**src/rtl/dmem_arbiter.sv**
```systemverilog
// dmem_arbiter: two-port round-robin arbiter in front of the shared data memory.
// One access at a time, three cycles per grant (IDLE -> ACCESS -> RESP).
module dmem_arbiter #(
    parameter int DEPTH = 26,
    parameter int DW    = 32
) (
    input  logic          clk,
    input  logic          reset,
    input  logic          req0,
    input  logic          we0,
    input  logic [31:0]   addr0,
    input  logic [DW-1:0] wdata0,
    input  logic          req1,
    input  logic          we1,
    input  logic [31:0]   addr1,
    input  logic [DW-1:0] wdata1,
    output logic          ack0,
    output logic          err0,
    output logic [DW-1:0] rdata0,
    output logic          ack1,
    output logic          err1,
    output logic [DW-1:0] rdata1,
    output logic          busy,
    output logic          mem_we,
    output logic [31:0]   mem_addr,
    output logic [DW-1:0] mem_wdata,
    input  logic [DW-1:0] mem_rdata
);

    typedef enum logic [1:0] {
        IDLE   = 2'd0,
        ACCESS = 2'd1,
        RESP   = 2'd2
    } state_t;

    localparam logic [29:0] DEPTH_W = 30'(DEPTH);

    state_t state, state_nx;

    logic          last;
    logic          any_req;
    logic          grant_id;
    logic          grant_we;
    logic [31:0]   grant_addr;
    logic [DW-1:0] grant_wdata;

    logic          lat_id;
    logic          lat_we;
    logic [31:0]   lat_addr;
    logic [DW-1:0] lat_wdata;
    logic          lat_valid;

    logic          cap_err;
    logic [DW-1:0] cap_rdata;

    assign any_req = req0 | req1;

    // Alignment and range check on the latched address.
    assign lat_valid = (lat_addr[1:0] == 2'b00) &&
                       (lat_addr[31:2] < DEPTH_W);

    // Round-robin pick: on a tie the port that did not win last time goes.
    always_comb begin
        grant_id = 1'b0;
        if (req0 && req1) begin
            grant_id = ~last;
        end else begin
            grant_id = req1;
        end
        grant_we    = grant_id ? we1    : we0;
        grant_addr  = grant_id ? addr1  : addr0;
        grant_wdata = grant_id ? wdata1 : wdata0;
    end

    // State register.
    always_ff @(posedge clk) begin
        if (reset) begin
            state <= IDLE;
        end else begin
            state <= state_nx;
        end
    end

    // Next-state and output decode.
    always_comb begin
        state_nx  = state;
        busy      = 1'b0;
        mem_we    = 1'b0;
        mem_addr  = '0;
        mem_wdata = '0;
        ack0      = 1'b0;
        err0      = 1'b0;
        rdata0    = '0;
        ack1      = 1'b0;
        err1      = 1'b0;
        rdata1    = '0;
        unique case (state)
            IDLE: begin
                if (any_req) begin
                    state_nx = ACCESS;
                end
            end
            ACCESS: begin
                state_nx  = RESP;
                busy      = 1'b1;
                mem_we    = lat_we & lat_valid;
                mem_addr  = lat_addr;
                mem_wdata = lat_wdata;
            end
            RESP: begin
                state_nx = IDLE;
                busy     = 1'b1;
                if (lat_id) begin
                    ack1   = 1'b1;
                    err1   = cap_err;
                    rdata1 = cap_rdata;
                end else begin
                    ack0   = 1'b1;
                    err0   = cap_err;
                    rdata0 = cap_rdata;
                end
            end
            default: begin
                state_nx = IDLE;
            end
        endcase
    end

    // Latch the winner's request on grant; inputs are ignored afterwards.
    always_ff @(posedge clk) begin
        if (reset) begin
            last      <= 1'b1;
            lat_id    <= 1'b0;
            lat_we    <= 1'b0;
            lat_addr  <= '0;
            lat_wdata <= '0;
        end else if (state == IDLE && any_req) begin
            last      <= grant_id;
            lat_id    <= grant_id;
            lat_we    <= grant_we;
            lat_addr  <= grant_addr;
            lat_wdata <= grant_wdata;
        end
    end

    // Capture the memory response; writes and bad addresses return zero.
    always_ff @(posedge clk) begin
        if (reset) begin
            cap_err   <= 1'b0;
            cap_rdata <= '0;
        end else if (state == ACCESS) begin
            cap_err   <= ~lat_valid;
            cap_rdata <= (lat_valid && !lat_we) ? mem_rdata : '0;
        end
    end

endmodule
```
**config.mk**
```make
export PLATFORM = sky130hd
export DESIGN_NAME = dmem_arbiter
export DESIGN_NICKNAME = d
export VERILOG_FILES = /design/src/rtl/dmem_arbiter.sv
export SDC_FILE = /design/constraint.sdc
export NUM_CORES = 1
export LEC_CHECK = 0
export CAP_MARGIN = 15
export CELL_PAD_IN_SITES_DETAIL_PLACEMENT = 0
export CELL_PAD_IN_SITES_GLOBAL_PLACEMENT = 1
export CORE_UTILIZATION = 29
export DETAILED_ROUTE_END_ITERATION = 10
export GPL_ROUTABILITY_DRIVEN = 0
export PLACE_DENSITY = 0.9
export RECOVER_POWER = 50
export SYNTH_ARGS = -nofsm -noshare
export SYNTH_HDL_FRONTEND = slang
export SYNTH_SLANG_ARGS = --single-unit
```
**constraint.sdc**
```tcl
create_clock -name clk -period 3.6 [get_ports clk]
set_clock_uncertainty 0.1 [all_clocks]
set_input_delay 0.72 -clock clk [delete_from_list [all_inputs] [get_ports clk]]
set_output_delay 0.72 -clock clk [all_outputs]
set_load 0.02 [all_outputs]
```
==> results.md, run 1 <==
* Hold_sp: state[1]
* CP max stage delay at ~650 ps
* Mux cell area share after synthesis at 0.129
* Static Leak at between 3 and 4 nW
* Initial antenna violation count at 3
* Net switching power at approximately 870 uW
* Clock Latency Late Sink at 350 ps
* DPL Wire Length at between 10 and 15 mm
* DRT Wirelength at 16.0 mm
* Core Area at ~0.017 mm2
* NumNets Final at 988
* Seq cells post-synth at 102
* CTS tree: done
* Critical Path Start Type: flop
* PortBufs at 299
* Critical path, cell by cell: inv_1 > ha_1 > clkbuf_2 > and3_1 > dlygate4sd3_1
* Worst R2R Start: state[0]
* Slew @ Worst Pin at 1790 ps
* Htree depth at 3
* Pins Over Slew Limit at 35
* Peak supply drop at 0.231 mV
* Setup TNS after final layout at 0 ps
* Synth Area in Adders at 0.00992
* DR iter-0 viols at 137
* FF-to-FF path depth at 6
* Clock share of power at 0.347
* Main area contributors after synthesis: dfxtp_1, mux2i_1, and2_1
* GRT Residual Overflow at 0
* Yosys top cell by area: dfxtp_1
* Setup violators final at 0
* Global-route wire length before repair at 24.8 mm
* Pre-Repair DR Iteration Count at 4
* Switching Share at 0.277
* Yosys top cell area share at 0.405
* Period utilization at 0.884
* Clk root buf: clkbuf_16
* Die width at around 130 um
* Fin crit period at around 3200 ps
* Yosys warns at 0
* TritonCTS buffer count at 9
* Total Die Area at roughly 0.018 mm2
* Area of the mapped netlist at roughly 0.005 mm2
* Cell count after synthesis at 550
* WS Path Type: flop to output port
* Vias in the first global route at around 4700
* Worst hold path cell count at 2
* FF-to-FF End: lat_wdata[15]
* Part of the power in registers at 0.412
* Post-CTS Setup Bufs at 0
* Max-slew headroom at -0.193
* Asr flop ratio synth at 0
* Row count at 47
* CP top delay family: buffers and inverters
* Die H at 134 um
* Syn Area/Cell at 9.18 um2
* RSZ-0062 raised after global routing: false
* Dominant synthesized flop cell: dfxtp_1
* Combinational share of power at 0.241
* Slowest CP cell: dlygate4sd3_1
* Hold EP: state[1]
* Gr usage total at 0.176
* Max-cap violations at 1
* Syn Nets at between 700 and 800
* Clock Sinks at a little over 100
* Largest family of logic cells by synthesized area: simple AND/OR/NAND/NOR gates
* Routed via count at slightly below 5000
* Via density at ~4.7
* Sequential fraction of the synthesis area at 0.405
* CTS max path bufs at 2
* Crit path arrival time at approximately 2400 ps
* Fmax at roughly 0.31 GHz
* Internal power at 2.28 mW
* Clock slew at reported path FFs at roughly 70 ps
* EDFF count, synth at 0
* Final Hold Fails at 0
* Overall power at approximately 3.2 mW
* Final antenna-violating net count at 0
* Worst-path fanout max at 34
* R2R Setup Slk at between 900 and 1000 ps
* Unique masters post-synth at 31
* Cell Pwr Density at 371 mW/mm2
* Most numerous cell in the Yosys netlist: dfxtp_1
* Critical Path End Type: output port
* XOR/XNOR Fraction of Synth Area at 0
* Min-Delay Path Class: flop to flop
* Largest net degree at the start of global routing at 67
* Post-synth top cells: dfxtp_1, and2_1, nor2_1
* Number of I/O pins at 300
* Compound-gate portion of the synthesized area at 0.163
* Initial core utilization at 0.301
* Wirelength per Cell at around 15 um
* Simple-Gate Fraction of Synth Area at 0.244
* Layout cells sized above 1 at 0.0437
* Status: finished with violations
* # DRC at 0
* Worst Path Required at ~2800 ps
* Post-CTS sizing at 0
* Crit path buf inv count at 3
* Violated checks: max-capacitance violations, max-slew violations
* Area growth syn-to-layout at 68.3%
* # hold bufs at CTS at 0
area by class of cell:
| cell class | count | area (um2) |
|---|---|---|
| diodes | 2 | 5.00 |
| clock buffers | 12 | 256 |
| clock inverters | 4 | 77.6 |
| fillers | 1636 | 8260 |
| inverters | 2 | 7.51 |
| multi-input cells | 394 | 2770 |
| flip-flops and latches | 102 | 2040 |
| well taps | 220 | 275 |
| repair buffers | 309 | 3060 |
how the worst max path moves through the flow:
stage / to / depth (start not counted) / from / slack [ps]
floorplan: rdata0[20] / 5 / state[0] / 1220
global placement: mem_wdata[19] / 5 / state[1] / 800
detailed placement: mem_we / 7 / state[1] / 790
CTS: mem_we / 7 / state[1] / 400
global route: mem_we / 7 / state[1] / 230
finish: rdata1[11] / 5 / state[0] / 420
layer usage:
layer  GRT usage  share of wire  vias up
li1            -              -     2506
met1       0.202           0.41     2214
met2       0.305           0.49      184
met3      0.0624          0.082       20
met4      0.0524          0.018        0
met5           0              0        -
flip-flops by register name (all words and copies together) (netlist names):
name / flops
cap_rdata: 32
lat_addr: 32
lat_we: 1
state: 2
lat_wdata: 32
cap_err: 1
last: 1
lat_id: 1
kinds of logic after synthesis:
logic type,after synthesis
simple gates,220
compound gates,105
flops,102
mux,65
buf+inv,54
fa+ha+maj,4
tightest hold or removal path, cell delays in order, from the launching register on:
cell     delay [ps]
dfxtp_1         320
nand3_1          60
a21oi_1          50
placed cells by master (no fill, tap or decap), drive strengths merged, types with 3 or more instances in the layout:
cell type | netlist | layout
nor2 | 70 | 70
and3 | 33 | 33
a22o | 32 | 32
clkbuf | 36 | 18
dlygate4sd3 | 0 | 16
a21oi | 4 | 4
nor4 | 7 | 7
and2 | 99 | 99
mux2i | 65 | 65
ha | 4 | 4
clkdlybuf4s50 | 0 | 282
inv | 2 | 3
buf | 16 | 5
a211oi | 65 | 65
dfxtp | 102 | 102
through the flow:
stage / hold slack [ps] / instances / setup slack (ps) / utilization / area (um2)
3_5_place_dp: 376 / 1027 / 795 / 0.489 / 8190
6_report: 383 / 1045 / 417 / 0.507 / 8500
4_1_cts: 386 / 1043 / 400 / 0.508 / 8520
3_3_place_gp: 368 / 1027 / 799 / 0.489 / 8190
5_1_grt: 400 / 1044 / 228 / 0.507 / 8490
2_1_floorplan: 355 / 550 / 1220 / - / 5050
power groups by stage:
stage          registers, mW  logic (mW)  clock network [mW]
3_3_place_gp            1.32       0.769                   0
3_5_place_dp            1.33       0.773                   0
6_report                1.30       0.761                1.09
2_1_floorplan           1.30       0.420                   0
5_1_grt                 1.31       0.836                1.18
4_1_cts                 1.30       0.776                1.12
Note: power is estimated with default switching activity, not from simulation.
==> inputs of run 2 (changes only) <==
Settings changed: CORE_AREA from default to 2 2 116 118, CORE_UTILIZATION 29 to default, DIE_AREA from default to 0 0 118 120, DONT_BUFFER_PORTS from default to 1, PLACE_DENSITY 0.9 to 0.77.
Clock period 3.6 ns to 2.78 ns, I/O delays scaled along.
==> results.md, run 2 (same netlist as run 1, synthesis figures left out) <==
* # DRC at 0
* Gr usage total at 0.173
* Most frequent cells in the layout: dfxtp_1, and2_1, nor2_1
* Status: finished, final reports clean
* Critical Path Start Type: flop
* Crit path arrival time at ~1900 ps
* Cell Pwr Density at between 600 and 700 mW/mm2
* Max-slew headroom at 0.169
* Area growth syn-to-layout at 6.87%
* Combinational share of power at 0.180
* Worst R2R Start: last
* Global-route wire length before repair at 19.1 mm
* Fin Hold WS at approximately 190 ps
* NumNets Final at 690
* Peak supply drop at 0.246 mV
* FF-to-FF path depth at 4
* Hold EP: lat_wdata[19]
* CP max stage delay at about 390 ps
* Clock Latency Late Sink at ~340 ps
* Min-Delay Path Class: input port to flop
* CTS tree: done
* WS Path Type: flop to output port
* Initial antenna violation count at 0
* Wirelength per Cell at about 19 um
* Filler cell count at 1284
* Fin crit period at 2590 ps
* Initial core utilization at 0.389
* Fmax at between 0.3 and 0.4 GHz
* DRT Wirelength at ~13 mm
* Period utilization at 0.931
* PortBufs at 0
* Worst Setup SP: state[0]
* Part of the power in registers at 0.483
* Net switching power at 985 uW
* Slowest CP cell: and2_1
* Leading cell type in the layout, fill and taps excluded: dfxtp_1
* Vias in the first global route at ~3500
* Layout cells sized above 1 at 0.0614
* CTS max path bufs at 2
* RSZ-0062 raised after global routing: false
* DPL Wire Length at a little over 9 mm
* Switching Share at 0.283
* Clock Sinks at a little over 100
* Total Die Area at between 0.01 and 0.015 mm2
* DR iter-0 viols at 150
* R2R Setup Slk at between 400 and 500 ps
* Htree depth at 3
* Routed via count at between 3000 and 4000
* TritonCTS buffer count at 9
* Top flop regs: cap_rdata x32, lat_addr x32, lat_wdata x32
* Row count at 42
* Critical path, cell by cell: inv_1 > ha_1 > nor2b_2 > clkbuf_2 > and2_1
* Die H at between 100 and 150 um
* Static Leak at 2.19 nW
* FF-to-FF End: lat_addr[13]
* Max-cap violations at 0
* GRT Residual Overflow at 0
* Final antenna-violating net count at 0
* Post-CTS sizing at 0
* Clk root buf: clkbuf_16
* Core Area at ~0.013 mm2
* Worst-path fanout max at 34
* Pins Over Slew Limit at 0
* Final Hold Fails at 0
* Setup violators final at 0
* Clock slew at reported path FFs at approximately 60 ps
* Setup TNS after final layout at 0 ps
* Worst Path Required at between 2000 and 2500 ps
* Clock share of power at 0.336
* Via density at 5.53
* Worst hold path cell count at 1
* Number of I/O pins at 300
* Slew @ Worst Pin at ~1200 ps
* # hold bufs at CTS at 0
* Hold_sp: reset
* Post-CTS Setup Bufs at 0
* Critical Path End Type: output port
* Internal power at 2.50 mW
* Largest net degree at the start of global routing at between 70 and 80
* Pre-Repair DR Iteration Count at 4
* Die width at 118 um
## run 2: worst max-delay path: cells and delay by family, from the launching register on
kind	cells	cell delay, ps
buffers and inverters	2	460
DFF	1	370
and+or+nand+nor	2	540
adders and majority gates	1	220
## run 2: stage by stage
step	instances	total power [mW]	util	setup slack (ps)	instance area, um2
CTS	697	3.55	0.417	279	5420
global route	697	3.68	0.415	75.2	5390
finish	698	3.48	0.416	192	5390
floorplan	550	2.23	-	564	5050
global placement	685	2.33	0.397	699	5150
detailed placement	685	2.36	0.397	666	5150
## run 2: metal layers
metal / vias up / track usage / share of wire
met5: - / 0 / 0
met4: 0 / 0.0693 / 0.019
met3: 17 / 0.0394 / 0.060
met2: 190 / 0.306 / 0.50
met1: 1747 / 0.202 / 0.42
li1: 1903 / - / -
## run 2: worst max-delay path by stage
| stage | endpoint | slack [ps] |
|---|---|---|
| finish | rdata0[17] | 190 |
| global route | rdata0[12] | 80 |
| CTS | mem_we | 280 |
| detailed placement | mem_we | 670 |
| global placement | mem_we | 700 |
| floorplan | rdata0[20] | 560 |
## run 2: cell type report
class                      count  area [um2]  share of cell area
inverter                       2        7.51             0.00139
timing repair buffer          11        95.1              0.0176
clock inverter                 3        40.0             0.00742
sequential                   102        2040               0.379
clock buffer                   9         225              0.0418
tap                          176         220              0.0408
multi-input combinational    394        2760               0.512
antenna                        1        2.50            0.000464
## run 2: power by group through the flow
stage | Clock [mW] | Sequential [mW] | Combinational [mW]
floorplan | 0 | 1.69 | 0.544
CTS | 1.23 | 1.69 | 0.639
global route | 1.28 | 1.70 | 0.697
detailed placement | 0 | 1.72 | 0.637
global placement | 0 | 1.71 | 0.620
finish | 1.17 | 1.68 | 0.628
